$ cat src/rtl/datapath_ctrl_if.sv
// rtl/datapath_ctrl_if.sv - instruction input and datapath control bundle for datapath_ctrl.
interface datapath_ctrl_if;
    logic [15:0] in;
    logic        load;
    logic        s;
    logic        w;
    logic [15:0] datapath_in;
    logic        vsel;
    logic [2:0]  writenum;
    logic        write;
    logic [2:0]  readnum;
    logic        loada;
    logic        loadb;
    logic [1:0]  shift;
    logic        asel;
    logic        bsel;
    logic [1:0]  ALUop;
    logic        loadc;
    logic        loads;

    modport master (
        output in, load, s,
        input  w, datapath_in, vsel, writenum, write, readnum,
               loada, loadb, shift, asel, bsel, ALUop, loadc, loads
    );

    modport slave (
        input  in, load, s,
        output w, datapath_in, vsel, writenum, write, readnum,
               loada, loadb, shift, asel, bsel, ALUop, loadc, loads
    );
endinterface

$ cat src/rtl/datapath_ctrl.sv
// rtl/datapath_ctrl.sv - instruction register and Moore FSM sequencing a register-file/ALU datapath.
module datapath_ctrl (
    input logic       clk,
    input logic       reset,
    datapath_ctrl_if.slave bus
);
    typedef enum logic [2:0] {
        S_WAIT, S_DECODE, S_GET_A, S_GET_B, S_ALU, S_WR_REG, S_WR_IMM
    } state_t;

    state_t      r_state;
    state_t      w_next;
    logic [15:0] r_ir;

    logic [2:0] w_opcode;
    logic [1:0] w_op;
    logic [2:0] w_rn;
    logic [2:0] w_rd;
    logic [1:0] w_sh;
    logic [2:0] w_rm;
    logic [7:0] w_imm8;
    logic       w_mov_imm;
    logic       w_mov_reg;
    logic       w_alu_cls;
    logic       w_cmp;
    logic       w_uses_a;

    assign w_opcode  = r_ir[15:13];
    assign w_op      = r_ir[12:11];
    assign w_rn      = r_ir[10:8];
    assign w_rd      = r_ir[7:5];
    assign w_sh      = r_ir[4:3];
    assign w_rm      = r_ir[2:0];
    assign w_imm8    = r_ir[7:0];
    assign w_mov_imm = (w_opcode == 3'b110) && (w_op == 2'b10);
    assign w_mov_reg = (w_opcode == 3'b110) && (w_op == 2'b00);
    assign w_alu_cls = (w_opcode == 3'b101);
    assign w_cmp     = w_alu_cls && (w_op == 2'b01);
    // MVN is the only ALU-class op that ignores the A operand.
    assign w_uses_a  = w_alu_cls && (w_op != 2'b11);

    always_ff @(posedge clk) begin
        if (reset) begin
            r_state <= S_WAIT;
            r_ir    <= 16'h0000;
        end else begin
            r_state <= w_next;
            if (r_state == S_WAIT && bus.load) begin
                r_ir <= bus.in;
            end
        end
    end

    always_comb begin
        w_next          = r_state;
        bus.w           = 1'b0;
        bus.datapath_in = 16'h0000;
        bus.vsel        = 1'b0;
        bus.writenum    = 3'd0;
        bus.write       = 1'b0;
        bus.readnum     = 3'd0;
        bus.loada       = 1'b0;
        bus.loadb       = 1'b0;
        bus.shift       = 2'b00;
        bus.asel        = 1'b0;
        bus.bsel        = 1'b0;
        bus.ALUop       = 2'b00;
        bus.loadc       = 1'b0;
        bus.loads       = 1'b0;
        case (r_state)
            S_WAIT: begin
                bus.w = 1'b1;
                if (bus.s) w_next = S_DECODE;
            end
            S_DECODE: begin
                if (w_mov_imm)                           w_next = S_WR_IMM;
                else if (w_mov_reg || (w_alu_cls && !w_uses_a)) w_next = S_GET_B;
                else if (w_alu_cls)                      w_next = S_GET_A;
                else                                     w_next = S_WAIT;
            end
            S_GET_A: begin
                bus.readnum = w_rn;
                bus.loada   = 1'b1;
                w_next      = S_GET_B;
            end
            S_GET_B: begin
                bus.readnum = w_rm;
                bus.loadb   = 1'b1;
                w_next      = S_ALU;
            end
            S_ALU: begin
                bus.shift = w_sh;
                bus.loadc = 1'b1;
                bus.loads = w_cmp;
                bus.asel  = !w_uses_a;
                bus.ALUop = w_mov_reg ? 2'b00 : w_op;
                w_next    = w_cmp ? S_WAIT : S_WR_REG;
            end
            S_WR_REG: begin
                bus.writenum = w_rd;
                bus.write    = 1'b1;
                w_next       = S_WAIT;
            end
            S_WR_IMM: begin
                bus.writenum    = w_rn;
                bus.vsel        = 1'b1;
                bus.write       = 1'b1;
                bus.datapath_in = {{8{w_imm8[7]}}, w_imm8};
                w_next          = S_WAIT;
            end
            default: w_next = S_WAIT;
        endcase
    end
endmodule

$ cat src/flat_wrapper.sv
// flat-port wrapper written by rule: the top's interface ports become plain ports
module datapath_ctrl_flat 
  (clk, reset, bus_in, bus_load, bus_s, bus_w, bus_datapath_in, bus_vsel, bus_writenum, bus_write, bus_readnum, bus_loada, bus_loadb, bus_shift, bus_asel, bus_bsel, bus_ALUop, bus_loadc, bus_loads);
  datapath_ctrl_if bus_i ();
  input logic clk;
  input logic reset;
  input wire logic [$bits(bus_i.in)-1:0] bus_in;
  input wire logic [$bits(bus_i.load)-1:0] bus_load;
  input wire logic [$bits(bus_i.s)-1:0] bus_s;
  output wire logic [$bits(bus_i.w)-1:0] bus_w;
  output wire logic [$bits(bus_i.datapath_in)-1:0] bus_datapath_in;
  output wire logic [$bits(bus_i.vsel)-1:0] bus_vsel;
  output wire logic [$bits(bus_i.writenum)-1:0] bus_writenum;
  output wire logic [$bits(bus_i.write)-1:0] bus_write;
  output wire logic [$bits(bus_i.readnum)-1:0] bus_readnum;
  output wire logic [$bits(bus_i.loada)-1:0] bus_loada;
  output wire logic [$bits(bus_i.loadb)-1:0] bus_loadb;
  output wire logic [$bits(bus_i.shift)-1:0] bus_shift;
  output wire logic [$bits(bus_i.asel)-1:0] bus_asel;
  output wire logic [$bits(bus_i.bsel)-1:0] bus_bsel;
  output wire logic [$bits(bus_i.ALUop)-1:0] bus_ALUop;
  output wire logic [$bits(bus_i.loadc)-1:0] bus_loadc;
  output wire logic [$bits(bus_i.loads)-1:0] bus_loads;
  assign bus_i.in = bus_in;
  assign bus_i.load = bus_load;
  assign bus_i.s = bus_s;
  assign bus_w = bus_i.w;
  assign bus_datapath_in = bus_i.datapath_in;
  assign bus_vsel = bus_i.vsel;
  assign bus_writenum = bus_i.writenum;
  assign bus_write = bus_i.write;
  assign bus_readnum = bus_i.readnum;
  assign bus_loada = bus_i.loada;
  assign bus_loadb = bus_i.loadb;
  assign bus_shift = bus_i.shift;
  assign bus_asel = bus_i.asel;
  assign bus_bsel = bus_i.bsel;
  assign bus_ALUop = bus_i.ALUop;
  assign bus_loadc = bus_i.loadc;
  assign bus_loads = bus_i.loads;
  datapath_ctrl u_core (.clk(clk), .reset(reset), .bus(bus_i));
endmodule
$ cat config.mk
export PLATFORM = sky130hd
export DESIGN_NAME = datapath_ctrl_flat
export DESIGN_NICKNAME = d
export VERILOG_FILES = /design/src/rtl/datapath_ctrl_if.sv /design/src/rtl/datapath_ctrl.sv /design/src/flat_wrapper.sv
export SDC_FILE = /design/constraint.sdc
export NUM_CORES = 1
export LEC_CHECK = 0
export CORE_ASPECT_RATIO = 0.5
export CORE_MARGIN = 3
export CORE_UTILIZATION = 41
export CTS_BUF_LIST = sky130_fd_sc_hd__clkbuf_8
export CTS_CLUSTER_DIAMETER = 50
export CTS_CLUSTER_SIZE = 24
export DETAILED_ROUTE_END_ITERATION = 6
export PLACE_DENSITY = 0.84
export SETUP_SLACK_MARGIN = 0.5
export SLEW_MARGIN = 20
export SYNTH_ARGS = -nofsm -noshare
export SYNTH_HDL_FRONTEND = slang
export SYNTH_SLANG_ARGS = --single-unit
export TNS_END_PERCENT = 50
$ cat constraint.sdc
create_clock -name clk -period 1.8 [get_ports clk]
set_input_delay 0.18 -clock clk [delete_from_list [all_inputs] [get_ports clk]]
set_output_delay 0.18 -clock clk [all_outputs]
set_load 0.02 [all_outputs]
==> impl_metrics.ini, run 1 <==
[worst_setup_path]
crit_path_max_fanout = 6
crit_arrival_ns = 1.52
cp-startpoint = u_core.r_state[0]
crit_path_start_kind = flop
worst_setup_path_end_kind = primary output
timing_worst_setup_path_type = reg2out
worst_r2r_startpoint = u_core.r_state[1]
cp_cell_sequence = buf_12, nor3b_4, buf_4, a21boi_4, buf_6
slowest_delay_ns = 0.34
slowest_stage = sky130_fd_sc_hd__dfxtp_2
required_ns = 1.62

[global_route]
number_of_global_route_vias_before_repair = 1073
final_global_route_overflow_total = 0
grt_start_max_net_pins = 20
grt_antenna_before_repair = 0
globalRouteTotalUtil_pct = 19.7
grt_first_pass_wirelength_um = 5240

[floorplanning]
boundaryPins = 55
core_mm2 = 0.00240
fp-row-count = 12
die_area_mm2 = 0.00343
dieHeight_um = 42.9
die_width_um = 79.9
starting_utilization_of_the_core_area_pct = 46.6

[synthesis]
yosys-mux-area-fraction_pct = 2.68
yosysSeqAreaShare_pct = 34.0
post-synth-top-count-cell = sky130_fd_sc_hd__nand2_1
synth_cell_types = 35
commonest_cells_post_synth = 34 x sky130_fd_sc_hd__nand2_1, 19 x sky130_fd_sc_hd__a21oi_1, 19 x sky130_fd_sc_hd__dfxtp_1
syn-num-nets = 166
synth_adder_area_share_pct = 0
synth_compound_area_share_pct = 14.7
synth-warning-count = 0
postSynthRegisterBits = 19
post_synth_and_or_nand_nor_area_fraction_pct = 37.5
postSynth.topFlopCell = sky130_fd_sc_hd__dfxtp_1
synth-edff-count = 0
synth-async-reset-ratio_pct = 0
yosysTopAreaCellShare_pct = 34.0
syn_inst = 146
post_synth_xor_area_fraction_pct = 0
post-synth-top-area-cell = sky130_fd_sc_hd__dfxtp_1
netlist_top_cells_area = sky130_fd_sc_hd__dfxtp_1 34%, sky130_fd_sc_hd__nand2_1 11%, sky130_fd_sc_hd__a21oi_1 8.5%, sky130_fd_sc_hd__buf_4 6.0%, sky130_fd_sc_hd__and3_1 5.0%
synth_top_family_by_area = simple AND/OR/NAND/NOR gates
mappedNetlistArea_mm2 = 0.00112
postSynthAreaPerCell_um2 = 7.66

[place]
finalWeightedCongestion = 0.870
hpwl_after_detailed_placement_um = 2470
io_buffers = 53

[clock_network]
cts-root-buf = sky130_fd_sc_hd__clkbuf_8
ctsHtreeMaxLevel = 1
path_clk_slew_ns = 0.08
cts_hold_buf = 0
tritoncts = built
cts_made_buffers = 3
clockBufferDepth = 2
clk_latency_ns = 0.26
clkSinkCount = 19

[power_and_ir_drop]
pwr-share-comb_pct = 21.3
power_density_mw_per_mm2 = 512
internal_power_uw = 712
power.share.clock_pct = 31.2
leakage_nw = 0.880
seq_power_share_pct = 47.5
power.share.switching_pct = 28.7
netSwitchingPower_uw = 287
vdd.ir_drop.worst_v = 0.000449

[final_layout]
drive_gt1_share_pct = 49.3
finish.net_count = 226
area_growth_syn_to_layout_pct = 74.5
antenna_cells_inserted = 0

[min_path]
hold_path.class = in2reg
min-delay-start = bus_in[3]

[timing]
hold_violations = 0
final.setup.tns_ns = 0
hold_slack_ns = 0.457
upper_clock_frequency_limit_ghz = 0.587
min_clock_period_post_route_ns = 1.70
fin_crit_sh_pct = 94.7
setup_viol = 0
number_of_max_slew_violations_in_the_final_report = 0
rsz0062_at_grt = true
finalClockSkew_ns = 0.00669

[routing]
drt_iter0_markers = 57
detail_route.drc_violations = 0
detail-route-antenna-nets = 0
drt-vias-per-instance = 5.29
drt_wl_total_um = 3950
firstDrtPassIters = 4
wl_per_cell_um = 16.5
num_vias = 1269

[job]
drv.max_cap_violation_count = 0

[run_status]
status = completed
layer usage:
metal  up-vias  GRT usage [%]  wire [um]
li1        605              -          -
met1       611           24.9       1600
met2        49           35.2       2060
met3         4           4.03        259
met4         0           3.70         29
met5         -              0          0
power groups by stage:
stage	Combinational (mW)	Clock [mW]	Sequential [mW]
2_1_floorplan	0.0874	0	0.472
3_3_place_gp	0.160	0	0.475
3_5_place_dp	0.164	0	0.476
4_1_cts	0.167	0.319	0.466
5_1_grt	0.226	0.334	0.477
6_report	0.213	0.312	0.474
per-stage QoR:
stage	worst slack, ns	cells	power [mW]	util, %	area, um^2
after floorplan	0.399	146	0.559	-	1190
after global placement	0.0619	228	0.635	72.3	1740
after detailed placement	0.0111	228	0.640	72.3	1740
after CTS	0.144	237	0.952	75.5	1810
after global routing	0.0593	240	1.04	81.3	1950
final	0.0958	240	0.999	81.3	1950
critical path: cells and delay by family (launching register included):
family | cells | cell delay [ns]
flip-flops | 1 | 0.34
buffers and inverters | 3 | 0.43
AND/OR/NAND/NOR | 1 | 0.33
AO/OA/AOI/OAI | 1 | 0.16
cells in the final DEF (no fill, tap or decap), drive strengths merged, types with 2 or more instances in the layout:
master,Yosys,final
nor2,5,5
clkbuf,4,8
a21oi,19,19
buf,15,49
nor2b,6,6
mux2i,3,3
nor3b,2,2
nor4b,2,2
and2,5,5
and3,9,10
and4b,2,2
clkdlybuf4s50,0,19
and3b,2,2
o21ai,3,3
nand2,34,34
a22oi,3,3
dfxtp,19,19
path summary, 6_finish.rpt:
path                          end  slack (ns)  cells past startpoint
setup / recovery         bus_asel         0.1                      5
setup reg to reg  u_core.r_ir[12]        0.19                      6
hold reg to reg    u_core.r_ir[1]        0.48                      2
hold / removal     u_core.r_ir[3]        0.46                      3
area by class of cell:
cell class	instances	area (um^2)
clock inverter	1	7.51
inverter	1	3.75
multi-input combinational	108	818
sequential	19	387
tap	35	43.8
timing repair buffer	73	651
fill	153	450
clock buffer	3	41.3
what timing repair did:
action / 4_1_cts / 5_1_grt
buffers inserted: 4 / 2
setup endpoints to repair: 53 / 53
gates resized for setup: 154 / 57
gates cloned: 1 / 1
pin swaps: 9 / 16
flip-flops by register name, indices dropped and copies added, names as in the netlist:
register	flops
u_core.r_ir	16
u_core.r_state	3
kinds of logic after synthesis:
logic type	Yosys count
AOI/OAI and AO/OA	29
buffers and inverters	20
DFF	19
muxes	3
other	1
and+or+nand+nor	74
Power figures use the tool's default switching activity.
==> inputs of run 2 (changes only) <==
==> constraint.sdc (replaced) <==
create_clock -name clk -period 1.8 [get_ports clk]
set_input_delay 0.27 -clock clk [delete_from_list [all_inputs] [get_ports clk]]
set_output_delay 0.27 -clock clk [all_outputs]
set_load 0.02 [all_outputs]
==> impl_metrics.ini, run 2 (synthesis results as in run 1) <==
[worst_setup_path]
slowest_delay_ns = 0.33
slowest_stage = sky130_fd_sc_hd__dfxtp_2
crit_path_max_fanout = 13
crit_path_start_kind = flop
crit_arrival_ns = 1.43
critical_path.n_buffers_inverters = 2
worst_setup_path_end_kind = primary output
cp_cell_sequence = and2b_2, buf_12, a22oi_2, nor2b_4, buf_2
required_ns = 1.53
timing_worst_setup_path_type = reg2out
cpLargestDelayFamily = flip-flops

[min_path]
hold_path.class = reg2reg

[clock_network]
path_clk_slew_ns = 0.08
tritoncts = built
cts_made_buffers = 3
cts-root-buf = sky130_fd_sc_hd__clkbuf_8
clockBufferDepth = 2
cts_hold_buf = 0
clkSinkCount = 19
ctsHtreeMaxLevel = 1
clk_latency_ns = 0.27

[final_layout]
final_core_util_pct = 78.8
most_common_library_cell_in_the_layout_ignoring_fill_and_taps = sky130_fd_sc_hd__nand2_1
postLayoutCellArea_mm2 = 0.00189
area_growth_syn_to_layout_pct = 69.1
antenna_cells_inserted = 0
largest_reg_flops = 16
fin_cells = 240
finish.net_count = 226
layout_common_cells = 33 x sky130_fd_sc_hd__nand2_1, 21 x sky130_fd_sc_hd__buf_6, 21 x sky130_fd_sc_hd__buf_4
max_flop_register = u_core.r_ir
largestRegisters = u_core.r_ir: 16 flops, u_core.r_state: 3 flops
drive_gt1_share_pct = 43.9

[timing]
upper_clock_frequency_limit_ghz = 0.590
final.setup.tns_ns = 0
setup_viol = 0
min_clock_period_post_route_ns = 1.70
hold_violations = 0
finalClockSkew_ns = 0.00353
fin_crit_sh_pct = 94.2
number_of_max_slew_violations_in_the_final_report = 0
rsz0062_at_grt = true

[global_route]
number_of_global_route_vias_before_repair = 1140
final_global_route_overflow_total = 0
grt_antenna_before_repair = 0
grt_first_pass_wirelength_um = 5590
grtUsageMet2_pct = 35.0
grt_start_max_net_pins = 17
groute.layer.met1.usage_pct = 26.1
gr-max-usage-layer = met2
globalRouteTotalUtil_pct = 21.3
grt_use_met3_pct = 4.87

[place]
io_buffers = 53
placed_area_mm2 = 0.00178
hpwl_after_detailed_placement_um = 2410
post-place-cells = 230
finalWeightedCongestion = 0.817

[floorplanning]
starting_utilization_of_the_core_area_pct = 46.6
fp-row-count = 12
dieHeight_um = 42.9
die_area_mm2 = 0.00343
core_mm2 = 0.00240
die_width_um = 79.9
boundaryPins = 55

[routing]
num_vias = 1261
detail_route.drc_violations = 0
firstDrtPassIters = 4
drt_iter0_markers = 58
drt-vias-per-instance = 5.25
wl_per_cell_um = 15.6
detail-route-antenna-nets = 0
drt_wl_total_um = 3740

[power_and_ir_drop]
vdd.ir_drop.worst_v = 0.000454
leakage_nw = 0.829
fin_total_pwr_uw = 969
power_density_mw_per_mm2 = 512

[run_status]
status = completed

[job]
drv.max_cap_violation_count = 0
## run 2: per-layer routing
metal  wire (um)  share of wire [%]
met1        1630                 44
met2        1770                 47
met3         233                6.2
met4         113                3.0
met5           0                  0
## run 2: what timing repair did
item	in CTS	in global routing
endpoints found under the setup margin	53	53
cloned	1	1
buffers inserted	1	3
resized for setup	166	29
pin swaps	5	3
## run 2: layout make-up
type | count | area (um^2)
timing repair buffer | 74 | 683
tap | 35 | 43.8
clock buffer | 3 | 41.3
fill | 162 | 510
multi-input combinational | 107 | 726
inverter | 1 | 3.75
sequential | 19 | 387
clock inverter | 1 | 7.51
## run 2: report_power, final
group / internal (mW) / switching, mW / total, mW
sequential: 0.443 / 0.0224 / 0.466
clock: 0.157 / 0.158 / 0.315
combinational: 0.103 / 0.0867 / 0.189
## run 2: through the flow
stage	worst slack (ns)	hold slack, ns
6_report	0.104	0.476
5_1_grt	0.0830	0.510
4_1_cts	0.125	0.481
3_5_place_dp	-0.0819	0.466
3_3_place_gp	-0.0201	0.460
2_1_floorplan	0.310	0.406
## run 2: worst paths after layout
check,cells after the start,from,slack [ns],end
max,5,u_core.r_state[0],0.10,bus_writenum[0]
min,2,u_core.r_ir[0],0.48,u_core.r_ir[0]
max reg2reg,6,u_core.r_state[0],0.19,u_core.r_state[0]
min reg2reg,2,u_core.r_ir[0],0.48,u_core.r_ir[0]
## run 2: worst min-delay path, delay by kind of cell, from the launching register on
family          cells  cell delay (ns)
compound gates      1             0.05
flops               1             0.33
simple gates        1             0.05
==> inputs of run 3 (changes only) <==
--- a/config.mk
+++ b/config.mk
@@ -12,7 +12,7 @@
 export CTS_CLUSTER_DIAMETER = 50
 export CTS_CLUSTER_SIZE = 24
 export DETAILED_ROUTE_END_ITERATION = 6
-export PLACE_DENSITY = 0.84
+export PLACE_DENSITY = 0.85
 export SETUP_SLACK_MARGIN = 0.5
 export SLEW_MARGIN = 20
 export SYNTH_ARGS = -nofsm -noshare
==> impl_metrics.ini, run 3 (synthesis results as in run 1) <==
[run_status]
status = completed

[timing]
rsz0062_at_grt = true
finalClockSkew_ns = 0.00401
upper_clock_frequency_limit_ghz = 0.599
hold_violations = 0
setup_viol = 0
number_of_max_slew_violations_in_the_final_report = 0
final.setup.tns_ns = 0
fin_crit_sh_pct = 92.8
min_clock_period_post_route_ns = 1.67
hold_slack_ns = 0.476

[worst_setup_path]
crit_arrival_ns = 1.40
cp_cell_sequence = and2b_2, buf_12, a22oi_2, nor2b_4, buf_6
crit_path_start_kind = flop
worst_setup_path_end_kind = primary output
required_ns = 1.53
timing_worst_setup_path_type = reg2out
slowest_stage = sky130_fd_sc_hd__dfxtp_2
slowest_delay_ns = 0.34
crit_path_max_fanout = 13

[final_layout]
most_common_library_cell_in_the_layout_ignoring_fill_and_taps = sky130_fd_sc_hd__nand2_1
max_flop_register = u_core.r_ir
largest_reg_flops = 16
layout_common_cells = 34 x sky130_fd_sc_hd__nand2_1, 21 x sky130_fd_sc_hd__buf_6, 19 x sky130_fd_sc_hd__a21oi_1, 19 x sky130_fd_sc_hd__clkdlybuf4s50_1, 19 x sky130_fd_sc_hd__buf_4
postLayoutCellArea_mm2 = 0.00187
antenna_cells_inserted = 0
fin_cells = 240
largestRegisters = u_core.r_ir: 16 flops, u_core.r_state: 3 flops
finish.net_count = 226
area_growth_syn_to_layout_pct = 67.3
drive_gt1_share_pct = 42.9

[global_route]
number_of_global_route_vias_before_repair = 1165
globalRouteTotalUtil_pct = 20.9
grt_antenna_before_repair = 0
grt_first_pass_wirelength_um = 5630
grt_start_max_net_pins = 17
final_global_route_overflow_total = 0

[clock_network]
tritoncts = built
cts_hold_buf = 0
clk_latency_ns = 0.26
path_clk_slew_ns = 0.08
cts-root-buf = sky130_fd_sc_hd__clkbuf_8
clockBufferDepth = 2
cts_made_buffers = 3
ctsHtreeMaxLevel = 1
clkSinkCount = 19

[floorplanning]
die_area_mm2 = 0.00343
starting_utilization_of_the_core_area_pct = 46.6
fp-row-count = 12
boundaryPins = 55
dieHeight_um = 42.9
core_mm2 = 0.00240
die_width_um = 79.9

[routing]
num_vias = 1220
firstDrtPassIters = 4
detail-route-antenna-nets = 0
drt-vias-per-instance = 5.08
drt_wl_total_um = 3550
detail_route.drc_violations = 0
wl_per_cell_um = 14.8
drt_iter0_markers = 54

[power_and_ir_drop]
vdd.ir_drop.worst_v = 0.000366
leakage_nw = 0.833
power_density_mw_per_mm2 = 516
fin_total_pwr_uw = 965

[job]
drv.max_cap_violation_count = 0

[place]
io_buffers = 53
placed_area_mm2 = 0.00178
finalWeightedCongestion = 0.800
hpwl_after_detailed_placement_um = 2510
post-place-cells = 231

[min_path]
hold_path.class = reg2reg
run 3: cell count changes in the layout (fill, tap and decap cells not counted), moves of 2 or more:
cell / before / now
sky130_fd_sc_hd__buf_2: 10 / 13
sky130_fd_sc_hd__buf_4: 21 / 19
sky130_fd_sc_hd__and3_1: 3 / 5
sky130_fd_sc_hd__and3_4: 4 / 2
run 3: path summary, 6_finish.rpt:
kind,start,to,slack [ns],cells past startpoint
worst max register to register,u_core.r_state[0],u_core.r_ir[11],0.25,6
worst max-delay path,u_core.r_state[0],bus_writenum[0],0.13,5
worst min-delay path,u_core.r_ir[0],u_core.r_ir[0],0.48,2
worst min register to register,u_core.r_ir[0],u_core.r_ir[0],0.48,2
run 3: final cells by class:
cell class | instances | area [um^2]
clock buffer | 3 | 41.3
tap | 35 | 43.8
clock inverter | 1 | 5.00
multi-input combinational | 107 | 717
timing repair buffer | 74 | 674
fill | 173 | 531
inverter | 1 | 3.75
sequential | 19 | 387
run 3: critical path, delay by kind of cell, from the launching register on:
family	cells	cell delay (ns)
buffers and inverters	2	0.28
DFF	1	0.34
and+or+nand+nor	2	0.30
AOI/OAI and AO/OA	1	0.22
run 3: layer usage:
layer	GRT usage, %	share of wire (%)
met2	34.8	48
met4	4.38	0
met1	28.3	48
met5	0	0
met3	3.81	4.2
run 3: report_power, final:
group          switching (mW)  total [mW]  leakage (nW)  internal [mW]
logic                  0.0847       0.194         0.650          0.109
clock network           0.152       0.306        0.0255          0.154
registers              0.0227       0.466         0.158          0.443
run 3: timing repair:
action / 4_1_cts / 5_1_grt
buffers inserted: 0 / 3
gates resized for setup: 162 / 33
endpoints found under the setup margin: 53 / 53
pin swaps: 5 / 4
gates cloned: 1 / 1
endpoints found under the hold margin: 0 / 0
run 3: stage by stage:
step                worst slack, ns  utilization [%]
floorplan                     0.310                -
global placement            -0.0203             74.2
detailed placement          -0.0487             74.2
CTS                           0.122             76.0
global route                 0.0714             77.9
finish                        0.129             77.9
